## src/rtl/regfile_bus_ctrl.sv

```systemverilog
`default_nettype none
// ============================================================================
// Module      : regfile_bus_ctrl
// Description : Bus-side access controller in front of a register file.
//               Accepts one read/write per req, waits WAIT_CYC cycles, then
//               drives the regfile port for one access cycle and acknowledges
//               with a one-cycle ack. Out-of-range addresses complete with err.
// Revision    : 1.0 - initial release
// ============================================================================
module regfile_bus_ctrl #(
    parameter int ADDR_W   = 3,
    parameter int DATA_W   = 32,
    parameter int DATA_D   = 8,
    parameter int WAIT_CYC = 1
) (
    input  logic              clk,
    input  logic              reset,
    input  logic              req,
    input  logic              rw,
    input  logic [ADDR_W-1:0] addr,
    input  logic [DATA_W-1:0] wr_data,
    output logic              ack,
    output logic              err,
    output logic [DATA_W-1:0] rd_data,
    output logic              busy,
    output logic [ADDR_W-1:0] rf_addr,
    output logic [DATA_W-1:0] rf_d_in,
    output logic              rf_we_,
    input  logic [DATA_W-1:0] rf_d_out
);

    typedef enum logic [1:0] {
        S_IDLE = 2'd0,
        S_WAIT = 2'd1,
        S_XFER = 2'd2,
        S_DONE = 2'd3
    } state_t;

    // Counter reload: WAIT_CYC-1 so that WAIT lasts exactly WAIT_CYC cycles.
    localparam logic [3:0]      c_wait_init = (WAIT_CYC == 0) ? 4'd0 : 4'(WAIT_CYC - 1);
    // One extra bit so DATA_D == 2**ADDR_W is representable.
    localparam logic [ADDR_W:0] c_data_d    = (ADDR_W + 1)'(DATA_D);
    localparam logic            c_no_wait   = (WAIT_CYC == 0);

    state_t      r_state;
    logic [3:0]  r_cnt;
    logic        r_rw;
    logic        w_out_of_range;

    assign w_out_of_range = ({1'b0, addr} >= c_data_d);

    // Busy is the only decoded output; everything else is registered.
    assign busy = (r_state != S_IDLE);

    // Transaction FSM with registered handshake and regfile-port outputs.
    always_ff @(posedge clk) begin
        if (reset) begin
            r_state <= S_IDLE;
            r_cnt   <= 4'd0;
            r_rw    <= 1'b0;
            ack     <= 1'b0;
            err     <= 1'b0;
            rd_data <= '0;
            rf_addr <= '0;
            rf_d_in <= '0;
            rf_we_  <= 1'b1;
        end else begin
            // ack/err are single-cycle strobes, raised only on entry to DONE.
            ack <= 1'b0;
            err <= 1'b0;
            case (r_state)
                S_IDLE: begin
                    if (req) begin
                        rf_addr <= addr;
                        rf_d_in <= wr_data;
                        r_rw    <= rw;
                        r_cnt   <= c_wait_init;
                        if (w_out_of_range) begin
                            // No regfile access: complete immediately with error.
                            r_state <= S_DONE;
                            ack     <= 1'b1;
                            err     <= 1'b1;
                        end else if (c_no_wait) begin
                            r_state <= S_XFER;
                            rf_we_  <= rw;      // write (rw=0) pulls we_ low
                        end else begin
                            r_state <= S_WAIT;
                        end
                    end
                end
                S_WAIT: begin
                    if (r_cnt == 4'd0) begin
                        r_state <= S_XFER;
                        rf_we_  <= r_rw;
                    end else begin
                        r_cnt <= r_cnt - 4'd1;
                    end
                end
                S_XFER: begin
                    // Regfile write commits at this edge; read data captured here.
                    rf_we_ <= 1'b1;
                    if (r_rw) begin
                        rd_data <= rf_d_out;
                    end
                    r_state <= S_DONE;
                    ack     <= 1'b1;
                end
                default: begin
                    r_state <= S_IDLE;
                end
            endcase
        end
    end

endmodule
`default_nettype wire

```

## config.mk

```make
export PLATFORM = sky130hd
export DESIGN_NAME = regfile_bus_ctrl
export DESIGN_NICKNAME = d
export VERILOG_FILES = /design/src/rtl/regfile_bus_ctrl.sv
export SDC_FILE = /design/constraint.sdc
export NUM_CORES = 1
export LEC_CHECK = 0
export ABC_AREA = 1
export CAP_MARGIN = 20
export CORE_MARGIN = 1.5
export CORE_UTILIZATION = 44
export CTS_BUF_LIST = sky130_fd_sc_hd__clkbuf_4 sky130_fd_sc_hd__clkbuf_8
export DETAILED_ROUTE_END_ITERATION = 7
export PLACE_DENSITY = 0.87
export RECOVER_POWER = 100
export SLEW_MARGIN = 30
export SYNTH_ARGS = -nofsm -noshare
export SYNTH_HDL_FRONTEND = slang
export SYNTH_SLANG_ARGS = --single-unit
```

## constraint.sdc

```tcl
create_clock -name clk -period 2.7 [get_ports clk]
set_input_delay 0.54 -clock clk [delete_from_list [all_inputs] [get_ports clk]]
set_output_delay 0.54 -clock clk [all_outputs]
set_load 0.1 [all_outputs]
```

==> qor.yml <==
rr_startpoint: "r_state[0]"
fmax_ghz: 0.4681
reg2reg_depth: 6
start_util: 0.4651
hold_depth: 2
combPwrFrac: 0.543
clk_latency_ns: 0.34
rsz0062_at_grt: "false"
drcViolationCount: 0
p_switching_w: 0.002807
ff_latch_area_mm2: 0.001521
outcome: "finished clean"
p_leak_nw: 1.586
fin_setup_tns_ns: 0
synth.distinct_cells: 22
hold_path.class: "reg -> reg"
regToRegEndpoint: "rd_data[24]"
worstHoldStart: "rf_addr[2]"
nets: 578
layout-drive-gt1-share: 0.04356
seqPwrFrac: 0.297
timing.setup.critical_path_class: "reg -> out"
dieArea_mm2: 0.006896
ys_seq_area_frac: 0.5397
die_h_um: 83.04
sw_frac_of_total: 0.5503
clkPwrFrac: 0.160
gr-total-overflow: 0
drt.antenna.violating_nets: 0
drt_iter0_markers: 137
numCtsBuffers: 9
holdBufCountCts: 0
drv_slew: 0
final_util: 0.6559
cap_viol_max_count: 0
cts_max_path_buffers: 2
tightestPinTransition_ns: 1.233
dp_hpwl_um: 5251
die_x_um: 83.04
tritoncts: "done"
synthCells: 368
cts_resized: 0
finalSetupViolCount: 0
max_slew_margin: 0.1816
r2r_setup_slack_ns: 0.66
fp-row-count: 28
cp.required_ns: 2.16
clk_pin_slew_ns: 0.07
hold_viol: 0
syn_area_per_cell_um2: 7.660
port_buffers: 140
synth_warnings: 0
synthToLayoutAreaGrowth_pct: 41.01
cp_max_fo: 4
syn_area_mm2: 0.002819
n_fill_cell: 586
end_kind: "primary output"
grt_usage: 0.2183
diodes: 0
p_int_w: 0.002294
grt_pass1_vias: 2659
grt_pass1_wl_um: 12130
multi_input_area_mm2: 0.001125
post-route-period-util: 0.7913
startpoint_type: "flop"
gp_congestion: 0.7780
vdd_ir_drop_max_v: 0.0009290
first_pass_iters: 4
hold_path_end: "rf_addr[2]"
grt_antenna_before_repair: 0
syn_nets: 444
cp.arrival_ns: 1.60
skew_ns: 0.009135
fin_crit_ns: 2.136
ys_seq_elements: 76
ios: 142
core_mm2: 0.006061
vias_per_cell: 4.714
cts_max_level: 3
drt-wirelength-per-cell_um: 12.77
grt_max_degree: 44
root_buffer: "clkbuf_8"
drt-total-wl_um: 7406
cts.sinks: 76
p_per_area_mw_per_mm2: 1283
num_vias: 2734
post_cts_buffers: 0
[cell usage in the layout, fill, tap and decap left out, types with 2 or more instances in the layout]
cell type,netlist,routed
a21oi_1,4,4
clkinv_2,0,2
clkbuf_8,0,9
clkbuf_1,10,69
nand2_1,17,18
dfxtp_1,76,76
nand3_1,3,3
nor2_1,148,150
ha_1,5,5
o21ai_1,14,14
buf_4,1,2
clkdlybuf4s50_1,0,69
inv_1,11,14
clkbuf_4,0,2
o21ai_0,57,57
[through the flow]
step / hold slack (ns) / setup slack [ns] / instances / area [um2] / power [W]
floorplan: 0.4533 / 0.8405 / 368 / 2819 / 0.003909
global placement: 0.4642 / 0.7759 / 566 / 4065 / 0.004462
detailed placement: 0.4739 / 0.7500 / 566 / 4065 / 0.004516
CTS: 0.4883 / 0.6877 / 580 / 4244 / 0.005331
global route: 0.4998 / 0.4103 / 580 / 3975 / 0.005385
finish: 0.4828 / 0.5636 / 580 / 3975 / 0.005101
[how the worst max path moves through the flow]
stage                          start     endpoint  slack, ns  depth (start not counted)
after CTS                 r_state[0]         busy       0.69                          4
after detailed placement       reset  rd_data[24]       0.75                          5
after floorplan           r_state[0]     r_cnt[0]       0.84                          8
after global routing      r_state[0]  rd_data[27]       0.41                          6
after global placement         reset   rd_data[8]       0.78                          5
final                     r_state[0]         busy       0.56                          4
[layout make-up]
cell class | count | area share
multi-input cells | 257 | 0.2830
well taps | 75 | 0.02361
repair buffers | 143 | 0.2515
inverters | 15 | 0.01416
clock buffers | 11 | 0.03494
clock inverters | 3 | 0.01007
flip-flops and latches | 76 | 0.3828
[critical path, cell delays in order (launching register included)]
cell,delay [ns]
dfxtp_1,0.38
inv_1,0.08
ha_1,0.24
inv_1,0.10
clkbuf_2,0.46
[power by group through the flow]
stage	sequential, W	combinational (W)	clock [W]
floorplan	0.00302	0.000890	0
global placement	0.00153	0.00293	0
detailed placement	0.00154	0.00298	0
CTS	0.00152	0.00298	0.000834
global route	0.00154	0.00296	0.000882
finish	0.00151	0.00277	0.000816
[routing by layer]
layer / GRT usage / vias to the layer above / wire (um)
li1: - / 1428 / -
met1: 0.2589 / 1210 / 3340
met2: 0.3659 / 83 / 3549
met3: 0.04473 / 13 / 332
met4: 0.1258 / 0 / 183
met5: 0 / - / 0
[logic make-up after synthesis]
group	Yosys count	share of synthesized area
compound gates	75	0.1332
flops	76	0.5397
xor+xnor	1	0.003108
buf+inv	35	0.05859
fa+ha+maj	5	0.02219
other cells	1	0.001330
simple gates	175	0.2419
[registers in the layout (all words and copies together), names as in the netlist]
signal,flops
rd_data,32
ack,1
rf_we_,1
rf_addr,3
r_rw,1
r_cnt,4
rf_d_in,32
r_state,2
[Yosys cell counts, drive strengths merged]
cell type	instances	area share
nor2	150	0.20
dfxtp	76	0.54
o21ai	71	0.13
nand2	19	0.027
inv	15	0.020
clkbuf	11	0.015
buf	9	0.024
ha	5	0.022
a21oi	4	0.0071
nand3	4	0.0089
conb	1	0.0013
nand4	1	0.0022
or2	1	0.0022
xor2	1	0.0031
Note: power is estimated with default switching activity, not from simulation.
